<file path="config.mk">
export PLATFORM = sky130hd
export DESIGN_NAME = ram_ctrl
export DESIGN_NICKNAME = d
export VERILOG_FILES = /design/src/rtl/ram_ctrl.sv
export SDC_FILE = /design/constraint.sdc
export NUM_CORES = 1
export LEC_CHECK = 0
export CAP_MARGIN = 20
export CORE_AREA = 4 4 110 112
export DETAILED_ROUTE_END_ITERATION = 16
export DIE_AREA = 0 0 114 116
export GPL_TIMING_DRIVEN = 0
export PLACE_DENSITY = 0.75
export SYNTH_ARGS = -nofsm -noshare
export SYNTH_HDL_FRONTEND = slang
export SYNTH_SLANG_ARGS = --single-unit
</file>
<file path="constraint.sdc">
create_clock -name clk -period 3.25 [get_ports clk]
set_input_delay 0.325 -clock clk [delete_from_list [all_inputs] [get_ports clk]]
set_output_delay 0.325 -clock clk [all_outputs]
set_load 0.03 [all_outputs]
</file>
<file path="src/rtl/ram_ctrl.sv">
// ram_ctrl: initiator-side controller for a single-port synchronous RAM with
// a registered read and a data_out that tri-states while ena is low.
// Accepts single or burst fill/read requests on a valid/ready front end,
// sequences the RAM pins, and returns read words on a valid/ready response
// channel. All outputs are registered from the next-state view of the FSM.
//
// Optional feature: define RAM_CTRL_VERIFY_EN to re-read every word of a
// write burst and compare it with the fill value (VRD/VCAP states, sticky
// wr_err). Without it, wr_err is tied low.
module ram_ctrl #(
    parameter int ADDR_W = 5,
    parameter int DATA_W = 32
) (
    input  logic              clk,
    input  logic              rst,
    input  logic              req_valid,
    output logic              req_ready,
    input  logic              req_we,
    input  logic [ADDR_W-1:0] req_addr,
    input  logic [ADDR_W-1:0] req_len,
    input  logic [DATA_W-1:0] req_wdata,
    output logic              rsp_valid,
    input  logic              rsp_ready,
    output logic [DATA_W-1:0] rsp_rdata,
    output logic              rsp_last,
    output logic              done,
    output logic              wr_err,
    output logic              ram_ena,
    output logic              ram_wena,
    output logic [ADDR_W-1:0] ram_addr,
    output logic [DATA_W-1:0] ram_wdata,
    input  logic [DATA_W-1:0] ram_rdata
);

    typedef enum logic [2:0] {
        ST_IDLE = 3'd0,
        ST_WR   = 3'd1,
        ST_RD   = 3'd2,
        ST_CAP  = 3'd3,
        ST_RSP  = 3'd4
`ifdef RAM_CTRL_VERIFY_EN
        ,
        ST_VRD  = 3'd5,
        ST_VCAP = 3'd6
`endif
    } state_t;

    state_t            state_r;
    state_t            next_state_s;
    logic [ADDR_W-1:0] cur_r;
    logic [ADDR_W-1:0] cur_s;
    logic [ADDR_W-1:0] cnt_r;
    logic [ADDR_W-1:0] cnt_s;
    logic [DATA_W-1:0] fill_r;
    logic [DATA_W-1:0] fill_s;
    logic              accept_s;
    logic              cnt_zero_s;
    logic              rsp_hs_s;
    logic              pins_on_s;

    logic              req_ready_s;
    logic              rsp_valid_s;
    logic [DATA_W-1:0] rsp_rdata_s;
    logic              rsp_last_s;
    logic              done_s;
    logic              ram_ena_s;
    logic              ram_wena_s;
    logic [ADDR_W-1:0] ram_addr_s;
    logic [DATA_W-1:0] ram_wdata_s;

`ifdef RAM_CTRL_VERIFY_EN
    logic [ADDR_W-1:0] start_r;
    logic [ADDR_W-1:0] start_s;
    logic [ADDR_W-1:0] len_r;
    logic [ADDR_W-1:0] len_s;
    logic              wr_err_s;

    // Any differing bit between the read-back word and the fill value.
    function automatic logic word_mismatch(input logic [DATA_W-1:0] a,
                                           input logic [DATA_W-1:0] b);
        return |(a ^ b);
    endfunction
`endif

    assign accept_s   = (state_r == ST_IDLE) && req_valid;
    assign cnt_zero_s = (cnt_r == {ADDR_W{1'b0}});
    assign rsp_hs_s   = (state_r == ST_RSP) && rsp_ready;

    // State register; reset abandons any burst and returns to IDLE at once.
    always_ff @(posedge clk or posedge rst) begin
        if (rst) begin
            state_r <= ST_IDLE;
        end else begin
            state_r <= next_state_s;
        end
    end

    // Next-state decode.
    always_comb begin
        next_state_s = state_r;
        case (state_r)
            ST_IDLE: begin
                if (accept_s) begin
                    next_state_s = req_we ? ST_WR : ST_RD;
                end else begin
                    next_state_s = ST_IDLE;
                end
            end
            ST_WR: begin
                if (cnt_zero_s) begin
`ifdef RAM_CTRL_VERIFY_EN
                    next_state_s = ST_VRD;
`else
                    next_state_s = ST_IDLE;
`endif
                end else begin
                    next_state_s = ST_WR;
                end
            end
            ST_RD:  next_state_s = ST_CAP;
            ST_CAP: next_state_s = ST_RSP;
            ST_RSP: begin
                if (rsp_hs_s) begin
                    next_state_s = rsp_last ? ST_IDLE : ST_RD;
                end else begin
                    next_state_s = ST_RSP;
                end
            end
`ifdef RAM_CTRL_VERIFY_EN
            ST_VRD:  next_state_s = ST_VCAP;
            ST_VCAP: begin
                if (cnt_zero_s) begin
                    next_state_s = ST_IDLE;
                end else begin
                    next_state_s = ST_VRD;
                end
            end
`endif
            default: next_state_s = ST_IDLE;
        endcase
    end

    // Address/beat bookkeeping: latch on accept, step after each beat.
    always_comb begin
        cur_s  = cur_r;
        cnt_s  = cnt_r;
        fill_s = fill_r;
`ifdef RAM_CTRL_VERIFY_EN
        start_s  = start_r;
        len_s    = len_r;
        wr_err_s = wr_err;
`endif
        if (accept_s) begin
            cur_s  = req_addr;
            cnt_s  = req_len;
            fill_s = req_wdata;
`ifdef RAM_CTRL_VERIFY_EN
            start_s  = req_addr;
            len_s    = req_len;
            wr_err_s = 1'b0;
`endif
        end else if (state_r == ST_WR) begin
            if (!cnt_zero_s) begin
                cur_s = cur_r + ADDR_W'(1);
                cnt_s = cnt_r - ADDR_W'(1);
            end else begin
`ifdef RAM_CTRL_VERIFY_EN
                // Rewind to the start of the burst for the read-back pass.
                cur_s = start_r;
                cnt_s = len_r;
`else
                cur_s = cur_r;
`endif
            end
        end else if (rsp_hs_s && !rsp_last) begin
            cur_s = cur_r + ADDR_W'(1);
            cnt_s = cnt_r - ADDR_W'(1);
`ifdef RAM_CTRL_VERIFY_EN
        end else if (state_r == ST_VCAP) begin
            if (word_mismatch(ram_rdata, fill_r)) begin
                wr_err_s = 1'b1;
            end else begin
                wr_err_s = wr_err;
            end
            if (!cnt_zero_s) begin
                cur_s = cur_r + ADDR_W'(1);
                cnt_s = cnt_r - ADDR_W'(1);
            end else begin
                cur_s = cur_r;
            end
`endif
        end else begin
            cur_s = cur_r;
        end
    end

    // Bookkeeping registers.
    always_ff @(posedge clk or posedge rst) begin
        if (rst) begin
            cur_r  <= {ADDR_W{1'b0}};
            cnt_r  <= {ADDR_W{1'b0}};
            fill_r <= {DATA_W{1'b0}};
`ifdef RAM_CTRL_VERIFY_EN
            start_r <= {ADDR_W{1'b0}};
            len_r   <= {ADDR_W{1'b0}};
            wr_err  <= 1'b0;
`endif
        end else begin
            cur_r  <= cur_s;
            cnt_r  <= cnt_s;
            fill_r <= fill_s;
`ifdef RAM_CTRL_VERIFY_EN
            start_r <= start_s;
            len_r   <= len_s;
            wr_err  <= wr_err_s;
`endif
        end
    end

`ifndef RAM_CTRL_VERIFY_EN
    assign wr_err = 1'b0;
`endif

    // Output decode from the state being entered, so every pin is registered.
    always_comb begin
        case (next_state_s)
            ST_WR, ST_RD, ST_CAP: pins_on_s = 1'b1;
`ifdef RAM_CTRL_VERIFY_EN
            ST_VRD, ST_VCAP:      pins_on_s = 1'b1;
`endif
            default:              pins_on_s = 1'b0;
        endcase
        ram_ena_s  = pins_on_s;
        ram_wena_s = (next_state_s == ST_WR);
        if (pins_on_s) begin
            ram_addr_s = cur_s;
        end else begin
            ram_addr_s = {ADDR_W{1'b0}};
        end
        if (next_state_s == ST_WR) begin
            ram_wdata_s = fill_s;
        end else begin
            ram_wdata_s = {DATA_W{1'b0}};
        end
        req_ready_s = (next_state_s == ST_IDLE);
        done_s      = (next_state_s == ST_IDLE) && (state_r != ST_IDLE);
        rsp_valid_s = (next_state_s == ST_RSP);
        // ena is still high during CAP, so the RAM is driving valid data here.
        if (state_r == ST_CAP) begin
            rsp_rdata_s = ram_rdata;
            rsp_last_s  = cnt_zero_s;
        end else if (next_state_s == ST_RSP) begin
            rsp_rdata_s = rsp_rdata;
            rsp_last_s  = rsp_last;
        end else begin
            rsp_rdata_s = rsp_rdata;
            rsp_last_s  = 1'b0;
        end
    end

    // Output registers; ram_ena falls asynchronously on reset.
    always_ff @(posedge clk or posedge rst) begin
        if (rst) begin
            req_ready <= 1'b1;
            rsp_valid <= 1'b0;
            rsp_rdata <= {DATA_W{1'b0}};
            rsp_last  <= 1'b0;
            done      <= 1'b0;
            ram_ena   <= 1'b0;
            ram_wena  <= 1'b0;
            ram_addr  <= {ADDR_W{1'b0}};
            ram_wdata <= {DATA_W{1'b0}};
        end else begin
            req_ready <= req_ready_s;
            rsp_valid <= rsp_valid_s;
            rsp_rdata <= rsp_rdata_s;
            rsp_last  <= rsp_last_s;
            done      <= done_s;
            ram_ena   <= ram_ena_s;
            ram_wena  <= ram_wena_s;
            ram_addr  <= ram_addr_s;
            ram_wdata <= ram_wdata_s;
        end
    end

endmodule

</file>
==> flow_summary.yaml, run 1 <==
global_routing:
  overflow: 0
  global_route_usage_sum_pct: 17.5
  initial_antenna_violation_count: 0
  vias_in_the_first_global_route: 3632
  grt_max_degree: 45
  grt_first_pass_wirelength_um: 17800
run:
  max_cap_viol_count: 0
die:
  design.core.area_um2: 11200
  design.die.area_um2: 13200
  initial_core_util_pct: 40.0
  io_pins: 155
  dieWidth_um: 114
  die_h_um: 116
  rows: 39
clock_network:
  post_cts_buffers: 0
  cts.reportedPaths.clkPinSlew_ns: 0.06
  tritoncts: "yes"
  cts-hold-fix-buffers: 0
  tritoncts.num_buffers: 17
  numClockSinks: 120
  cts_root_buf: "clkbuf_16"
  post_cts_resize_count: 0
  worst_skew_pair.late_latency_ns: 0.40
  clock_tree.buffer_depth: 2
  ctsHtreeMaxLevel: 4
yosys:
  yosys_cell_types: 35
  netlist_top_cells_area: "dfrtp_1 (66%), nand2_1 (9.2%), mux2_2 (8.0%)"
  synth_warnings: 0
  ff_latch_count_synth: 120
  synthFlopType: "dfrtp_1"
  combinational_family_with_the_most_area_after_synthesis: "simple AND/OR/NAND/NOR gates"
  yosys-mux-area-fraction_pct: 8.50
  synth.yosys.seq_area_share_pct: 66.9
  synth_top_area_cell: "dfrtp_1"
  adder_cell_fraction_of_synth_area_pct: 0.836
  syn_area_um2: 4490
  compound_cell_area_share_of_the_yosys_netlist_pct: 6.02
  post-synth-top-area-fraction_pct: 66.4
  async_reset_ff_share_pct: 100
  synth_enable_flop_cells: 0
  gate_count_post_synth: 388
  average_cell_area_after_synthesis_um2: 11.6
  synthesis.nets: 470
  post_synth_xor_xnor_area_pct: 1.17
  synth_simple_gate_area_share_pct: 14.0
critical_path:
  startpoint_of_the_lowest_slack_register_to_register_path: "state_r[1]$_DFF_PP0_"
  timing.critical_path.required_ns: 3.56
  timing.setup.critical_path_class: "reg2reg"
  setup.reg_to_reg.worst_slack_ns: 0.99
  timing.critical_path.to: "ram_wdata[21]$_DFF_PP0_"
  worst_ep_arrival_time_ns: 2.57
  worstSetupStartpoint: "state_r[1]$_DFF_PP0_"
  worst-r2r-cell-count: 6
  timing.rr.end: "ram_wdata[21]$_DFF_PP0_"
  cp-end-kind: "register"
  critPathMaxFanout: 10
  worst_setup_path_start_kind: "register"
route:
  total_wire_length_um: 10900
  drt-wirelength-per-cell_um: 15.1
  avgViaCountPerCell: 4.70
  met1_layer_wirelength_in_the_final_routing_um: 4580
  top_layer_used: "met4"
  routed-wl-met2_um: 5200
  drt_drc_violations_left: 0
  wl_met3_um: 907
  drt-pass1-iter-count: 4
  detailroute.via_count: 3378
  detail-route-antenna-nets: 0
  dr.first_iter.drc_count: 118
sta:
  final_critical_path_setup_slack_ns: 0.991
  clock.fmax_mhz: 443
  setup_violations: 0
  setup-tns-final_ns: 0
  fin_crit_sh_pct: 69.5
  unrepaired_setup_endpoints_after_global_routing: "false"
  fin_worst_skew_ns: 0.00832
  timing_hold_violations_final: 0
  maxSlewHeadroom_pct: 42.0
  worstMarginPinSlew_ns: 0.868
  final-max-slew-violation-count: 0
  finalWorstPathRequiredPeriod_ns: 2.26
finish:
  final_area_um2: 6870
  fill_cells: 943
  finish.net_count: 644
  drive_gt1_share_pct: 12.9
  layout.cells.non_filler: 718
  n_antenna_cell: 0
  final_cell_mix: "clkdlybuf4s50_1 (153), dfrtp_1 (119), nand2_1 (110)"
  layout-area-overhead-vs-synth_pct: 53.1
  layout_commonest_cell: "clkdlybuf4s50_1"
power_and_ir_drop:
  power.total_uw: 7930
  power_leakage_uw: 0.00312
  power-per-cell-area_nw_per_um2: 1150
  power.ir.vdd_worst_uv: 563
place:
  buffer_ports.inserted: 153
  place_hpwl_um: 7900
  placer_congestion: 0.784
  dp_slack_ns: 0.824
  dpl-instance-area_um2: 6240
  dp.cells: 686
outcome:
  outcome: "completed"
min_path:
  worstHoldPathType: "in2async"
==> report_power, final <==
| group | switching [uW] | internal (uW) |
|---|---|---|
| Sequential | 284 | 2220 |
| Combinational | 2020 | 1430 |
| Clock | 648 | 1320 |
| Total | 2960 | 4970 |
==> worst max-delay path, stage by stage, from the launching register on <==
cell and delay [ns]:
dfrtp_1 0.35, clkbuf_1 0.37, or4b_1 0.26, clkbuf_1 0.41, clkbuf_1 0.42, nand2_1 0.16
a21oi_1 0.21
==> cell families after synthesis <==
logic type / count (synthesis)
compound gates: 50
xor+xnor: 6
fa+ha+maj: 3
buf+inv: 26
flops: 120
mux: 34
other cells: 1
simple gates: 148
==> synth_stat cells, types with 3 or more instances <==
| master | count |
|---|---|
| clkbuf_1 | 10 |
| nand3_1 | 5 |
| a21oi_1 | 37 |
| dfrtp_1 | 119 |
| buf_1 | 4 |
| nand3b_1 | 3 |
| mux2_2 | 32 |
| nand2_1 | 110 |
| nor3_1 | 6 |
| o21ai_1 | 3 |
| inv_1 | 6 |
| ha_1 | 3 |
| o21ai_0 | 4 |
| xor2_1 | 5 |
| nor2_1 | 13 |
| buf_2 | 4 |
==> stage by stage <==
| step | hold slack (ns) | utilization (%) |
|---|---|---|
| floorplan | 0.438 | - |
| finish | 0.450 | 61.2 |
| detailed placement | 0.457 | 55.6 |
| global placement | 0.450 | 55.3 |
| global route | 0.464 | 61.2 |
| CTS | 0.454 | 61.2 |
==> layout make-up <==
type | count | area [um^2] | share of cell area, %
plain buffers | 20 | 87.6 | 1.27
clock buffers | 20 | 457 | 6.64
clock inverters | 12 | 174 | 2.53
inverters | 6 | 26.3 | 0.382
multi-input cells | 242 | 1370 | 20.0
flip-flops and latches | 120 | 3000 | 43.7
well taps | 143 | 179 | 2.60
repair buffers | 155 | 1570 | 22.9
==> routing by layer <==
layer,track usage (%),vias up
met4,7.60,0
met5,0,-
met1,21.1,1603
met3,6.58,12
li1,-,1634
met2,28.3,129
==> sequential cells by signal (all words and copies together), names as in the netlist, 3 cells and up <==
signal,cells
fill_r,32
ram_wdata,32
rsp_rdata,32
cnt_r,5
cur_r,5
ram_addr,5
state_r,3
==> worst min path at each step <==
stage	startpoint	to	cells after the start
global route	req_wdata[15]	fill_r[15]$_DFF_PP0_	3
global placement	fill_r[31]$_DFF_PP0_	fill_r[31]$_DFF_PP0_	2
CTS	req_len[1]	cnt_r[1]$_DFFE_PP0P_	3
finish	rst	ram_wdata[4]$_DFF_PP0_	2
detailed placement	fill_r[25]$_DFF_PP0_	fill_r[25]$_DFF_PP0_	2
floorplan	req_len[1]	cnt_r[1]$_DFFE_PP0P_	2
Power figures use the tool's default switching activity.
==> inputs of run 2 (changes only) <==
CORE_AREA = 4 4 109 111   (was 4 4 110 112)
DIE_AREA = 0 0 113 115   (was 0 0 114 116)
PLACE_DENSITY = 0.74   (was 0.75)
clock period = 2.3 ns   (was 3.25 ns; I/O delays follow)
==> run 2 against run 1 <==
  * Combinational power increased by 42%
  * Clock-buffer cell count increased by 3
  * Die area decreased by 1.7%
  * Design area decreased by 0.40%
  * Via count increased by 0.53%
  * Worst setup slack got worse by 0.82 ns
  * Sequential power increased by 41%
  * Core utilization increased by 2.2 points
  * Global-route usage decreased by 0.54 points
  * Power increased by 39%
  * Sequential share of layout area increased by 0.18 points
  * Clock power increased by 32%
  * Largest power group unchanged
==> flow_summary.yaml, run 2 (synthesis gave the netlist of run 1 again) <==
sta:
  worstMarginPinSlew_ns: 0.833
  setup_violations: 0
  setup-tns-final_ns: 0
  final-max-slew-violation-count: 0
  maxSlewHeadroom_pct: 44.3
  finalWorstPathRequiredPeriod_ns: 2.13
  holdWs_ns: 0.239
  fin_crit_sh_pct: 92.7
  unrepaired_setup_endpoints_after_global_routing: "false"
  clock.fmax_mhz: 469
  fin_worst_skew_ns: 0.0128
  timing_hold_violations_final: 0
route:
  dr.first_iter.drc_count: 129
  total_wire_length_um: 10500
  detail-route-antenna-nets: 0
  drt-wirelength-per-cell_um: 14.7
  avgViaCountPerCell: 4.75
  drt_drc_violations_left: 0
  detailroute.via_count: 3396
  drt-pass1-iter-count: 5
finish:
  layout_commonest_cell: "clkdlybuf4s50_1"
  layout-area-overhead-vs-synth_pct: 52.5
  fill_cells: 879
  largest_registers: "fill_r: 32 flops, ram_wdata: 32 flops, rsp_rdata: 32 flops"
  n_antenna_cell: 0
  finish.net_count: 644
  drive_gt1_share_pct: 13.7
  final_cell_mix: "clkdlybuf4s50_1 (153), dfrtp_1 (119), nand2_1 (110)"
clock_network:
  ctsHtreeMaxLevel: 4
  tritoncts: "yes"
  post_cts_buffers: 0
  cts.reportedPaths.clkPinSlew_ns: 0.06
  worst_skew_pair.late_latency_ns: 0.50
  clock_tree.buffer_depth: 2
  tritoncts.num_buffers: 17
  post_cts_resize_count: 0
  numClockSinks: 120
  cts-hold-fix-buffers: 0
  cts_root_buf: "clkbuf_8"
die:
  initial_core_util_pct: 41.6
  rows: 38
  io_pins: 155
  die_h_um: 115
  design.die.area_um2: 13000
  dieWidth_um: 113
  design.core.area_um2: 10800
place:
  placer_congestion: 0.819
  buffer_ports.inserted: 153
  place_hpwl_um: 7650
run:
  max_cap_viol_count: 0
critical_path:
  startpoint_of_the_lowest_slack_register_to_register_path: "state_r[1]$_DFF_PP0_"
  cp-end-kind: "register"
  timing.critical_path.required_ns: 2.66
  worst_setup_path_start_kind: "register"
  critPathMaxFanout: 10
  timing.rr.end: "ram_wdata[15]$_DFF_PP0_"
  worst_ep_arrival_time_ns: 2.49
  worst-r2r-cell-count: 6
  timing.setup.critical_path_class: "reg2reg"
  setup.reg_to_reg.worst_slack_ns: 0.17
power_and_ir_drop:
  power-per-cell-area_nw_per_um2: 1610
  power.ir.vdd_worst_uv: 900
  power_leakage_uw: 0.00312
min_path:
  worstHoldPathType: "in2async"
outcome:
  outcome: "completed"
global_routing:
  overflow: 0
  vias_in_the_first_global_route: 3508
  grt_max_degree: 45
  global_route_usage_sum_pct: 17.0
  grt_first_pass_wirelength_um: 17200
  initial_antenna_violation_count: 0
run 2: final cells by class:
cell class,instances,area [um^2],share of cell area (%)
plain buffers,20,93.8,1.37
multi-input cells,242,1380,20.2
clock inverters,9,125,1.83
inverters,6,26.3,0.384
repair buffers,155,1570,23.0
well taps,140,175,2.56
flip-flops and latches,120,3000,43.9
clock buffers,23,467,6.82
run 2: layer usage:
metal | vias to the layer above | GRT usage, % | wire (um)
li1 | 1639 | - | -
met4 | 0 | 5.13 | 93
met1 | 1629 | 21.6 | 4600
met2 | 120 | 26.8 | 5020
met3 | 8 | 7.00 | 802
met5 | - | 0 | 0
run 2: worst max-delay path by stage:
stage	startpoint	endpoint	cells past startpoint
final	state_r[1]$_DFF_PP0_	ram_wdata[15]$_DFF_PP0_	6
after global placement	rst	ram_wdata[22]$_DFF_PP0_	2
after global routing	state_r[2]$_DFF_PP0_	ram_wdata[14]$_DFF_PP0_	6
after CTS	state_r[1]$_DFF_PP0_	ram_wdata[17]$_DFF_PP0_	6
after floorplan	state_r[2]$_DFF_PP0_	ram_wdata[11]$_DFF_PP0_	6
after detailed placement	req_valid	ram_wdata[17]$_DFF_PP0_	6
run 2: per-stage QoR:
step | cells | utilization (%) | cell area (um^2) | worst slack (ns) | total power [uW]
after floorplan | 388 | - | 4490 | 0.505 | 6530
after global placement | 681 | 57.4 | 6200 | -0.466 | 8350
after detailed placement | 683 | 57.8 | 6240 | -0.0469 | 8480
after CTS | 715 | 63.3 | 6830 | 0.0361 | 11100
after global routing | 715 | 63.4 | 6850 | 0.0218 | 11700
final | 715 | 63.4 | 6850 | 0.168 | 11000
run 2: worst max-delay path, stage by stage (launching register included):
cell and delay [ns]:
dfrtp_1 0.38, clkbuf_1 0.23, or4b_1 0.62, clkbuf_1 0.27
clkbuf_2 0.27, nand2_1 0.14, a21oi_1 0.08
run 2: power by group:
| part | total (uW) | switching, uW | internal (uW) | leakage [uW] |
|---|---|---|---|---|
| Combinational | 4900 | 2860 | 2040 | 0.00134 |
| Clock | 2600 | 870 | 1730 | 0.000288 |
| Sequential | 3520 | 388 | 3130 | 0.00149 |
| Total | 11000 | 4120 | 6900 | 0.00312 |
==> inputs of run 3 (changes only) <==
--- a/config.mk
+++ b/config.mk
@@ -11,3 +11,2 @@
 export DIE_AREA = 0 0 113 115
-export GPL_TIMING_DRIVEN = 0
 export PLACE_DENSITY = 0.74
==> constraint.sdc (replaced) <==
create_clock -name clk -period 2.3 [get_ports clk]
set_input_delay 0.69 -clock clk [delete_from_list [all_inputs] [get_ports clk]]
set_output_delay 0.69 -clock clk [all_outputs]
set_load 0.03 [all_outputs]
==> run 3 against run 2 <==
  * Sequential power is 1% higher
  * Power is 0.32% lower
  * Via count is 1.4% lower
  * Die area stayed put
  * Worst setup slack worse by 0.091 ns
  * Largest cell class unchanged
==> flow_summary.yaml, run 3 (synthesis gave the netlist of run 1 again) <==
outcome:
  outcome: "completed"
finish:
  final_core_util_pct: 63.4
  fill_cells: 859
  drive_gt1_share_pct: 14.4
  multi_input_comb_area_um2: 1380
  layout_commonest_cell: "clkdlybuf4s50_1"
  n_antenna_cell: 0
  finish.net_count: 639
  layout-area-overhead-vs-synth_pct: 52.4
  largest_registers: "fill_r: 32 flops, ram_wdata: 32 flops, rsp_rdata: 32 flops"
  final_cell_mix: "clkdlybuf4s50_1 (150), dfrtp_1 (119), nand2_1 (110)"
  final-seq-area_um2: 3000
route:
  dr.first_iter.drc_count: 134
  avgViaCountPerCell: 4.72
  detailroute.via_count: 3347
  total_wire_length_um: 10500
  detail-route-antenna-nets: 0
  drt-wirelength-per-cell_um: 14.8
  drt_drc_violations_left: 0
  drt-pass1-iter-count: 4
critical_path:
  startpoint_of_the_lowest_slack_register_to_register_path: "cnt_r[0]$_DFFE_PP0P_"
  timing.critical_path.required_ns: 1.61
  cp_top_family: "buffers and inverters"
  cp-end-kind: "output port"
  worstSetupStartpoint: "ram_addr[0]$_DFF_PP0_"
  worst_setup_path_start_kind: "register"
  critPathMaxFanout: 1
  setup.reg_to_reg.worst_slack_ns: 0.24
  worst-r2r-cell-count: 8
  cp_cell_sequence: "clkdlybuf4s50_1"
  timing.critical_path.buf_inv: 1
  timing.critical_path.to: "ram_addr[0]"
  worst_ep_arrival_time_ns: 1.53
  timing.rr.end: "ram_addr[2]$_DFF_PP0_"
  timing.critical_path.depth: 1
  timing.setup.critical_path_class: "reg2out"
  worst_path_slowest_cell: "clkdlybuf4s50_1"
  worst_path_largest_cell_delay_ns: 0.68
global_routing:
  vias_in_the_first_global_route: 3412
  global_route_usage_sum_pct: 16.8
  grt_max_degree: 59
  initial_antenna_violation_count: 0
  overflow: 0
  grt_first_pass_wirelength_um: 17100
place:
  buffer_ports.inserted: 153
  place_hpwl_um: 7600
  placer_congestion: 0.792
clock_network:
  tritoncts.num_buffers: 17
  cts_root_buf: "clkbuf_8"
  cts-hold-fix-buffers: 0
  post_cts_buffers: 0
  clock_tree.buffer_depth: 2
  tritoncts: "yes"
  cts.reportedPaths.clkPinSlew_ns: 0.05
  worst_skew_pair.late_latency_ns: 0.50
  ctsHtreeMaxLevel: 4
  numClockSinks: 120
die:
  design.die.area_um2: 13000
  die_h_um: 115
  rows: 38
  io_pins: 155
  dieWidth_um: 113
  initial_core_util_pct: 41.6
  design.core.area_um2: 10800
sta:
  fin_crit_sh_pct: 96.7
  finalWorstPathRequiredPeriod_ns: 2.22
  unrepaired_setup_endpoints_after_global_routing: "false"
  final-max-slew-violation-count: 0
  timing_hold_violations_final: 0
  fin_worst_skew_ns: 0.00682
  clock.fmax_mhz: 450
  holdWs_ns: 0.468
  setup_violations: 0
power_and_ir_drop:
  power_leakage_uw: 0.00314
  power.ir.vdd_worst_uv: 766
  power-per-cell-area_nw_per_um2: 1610
min_path:
  worstHoldPathType: "reg2reg"
run:
  max_cap_viol_count: 0
## run 3: metrics by stage
step | worst slack (ns) | power, uW | instance area, um^2 | TNS (ns) | std cells
6_report | 0.0770 | 11000 | 6840 | 0 | 709
5_1_grt | 0.0105 | 11700 | 6840 | 0 | 709
4_1_cts | 0.0231 | 11100 | 6840 | 0 | 709
3_5_place_dp | -0.114 | 8580 | 6270 | -2.67 | 678
3_3_place_gp | -0.0504 | 8440 | 6270 | -0.798 | 678
2_1_floorplan | 0.141 | 6530 | 4490 | 0 | 388
## run 3: worst min-delay path by stage
stage / from / end / slack [ns] / depth (start not counted)
2_1_floorplan: fill_r[0]$_DFF_PP0_ / fill_r[0]$_DFF_PP0_ / 0.44 / 2
3_3_place_gp: fill_r[16]$_DFF_PP0_ / fill_r[16]$_DFF_PP0_ / 0.45 / 2
3_5_place_dp: fill_r[13]$_DFF_PP0_ / fill_r[13]$_DFF_PP0_ / 0.46 / 2
4_1_cts: rst / ram_wdata[8]$_DFF_PP0_ / 0.46 / 2
5_1_grt: fill_r[20]$_DFF_PP0_ / fill_r[20]$_DFF_PP0_ / 0.48 / 2
6_report: fill_r[20]$_DFF_PP0_ / fill_r[20]$_DFF_PP0_ / 0.47 / 2
## run 3: cell type report
cell class | instances | share of cell area, %
multi-input cells | 242 | 20.2
well taps | 140 | 2.56
clock buffers | 23 | 6.97
repair buffers | 170 | 24.6
inverters | 6 | 0.384
flip-flops and latches | 120 | 43.9
clock inverters | 8 | 1.39
## run 3: timing repair
| item | CTS | global route |
|---|---|---|
| endpoints found under the hold margin | 0 | 0 |
| endpoints found under the setup margin | 2 | 1 |
| gates resized for setup | 2 | 1 |
## run 3: metal layers
metal | track usage, % | wire [um]
met1 | 21.5 | 4630
met2 | 26.4 | 4920
met3 | 5.79 | 803
met4 | 6.73 | 153
met5 | 0 | 0
## run 3: report_power, final
group          leakage, uW  internal [uW]  switching [uW]
sequential         0.00149           3130             443
combinational      0.00137           2110            2800
clock             0.000280           1640             860
total              0.00314           6880            4100
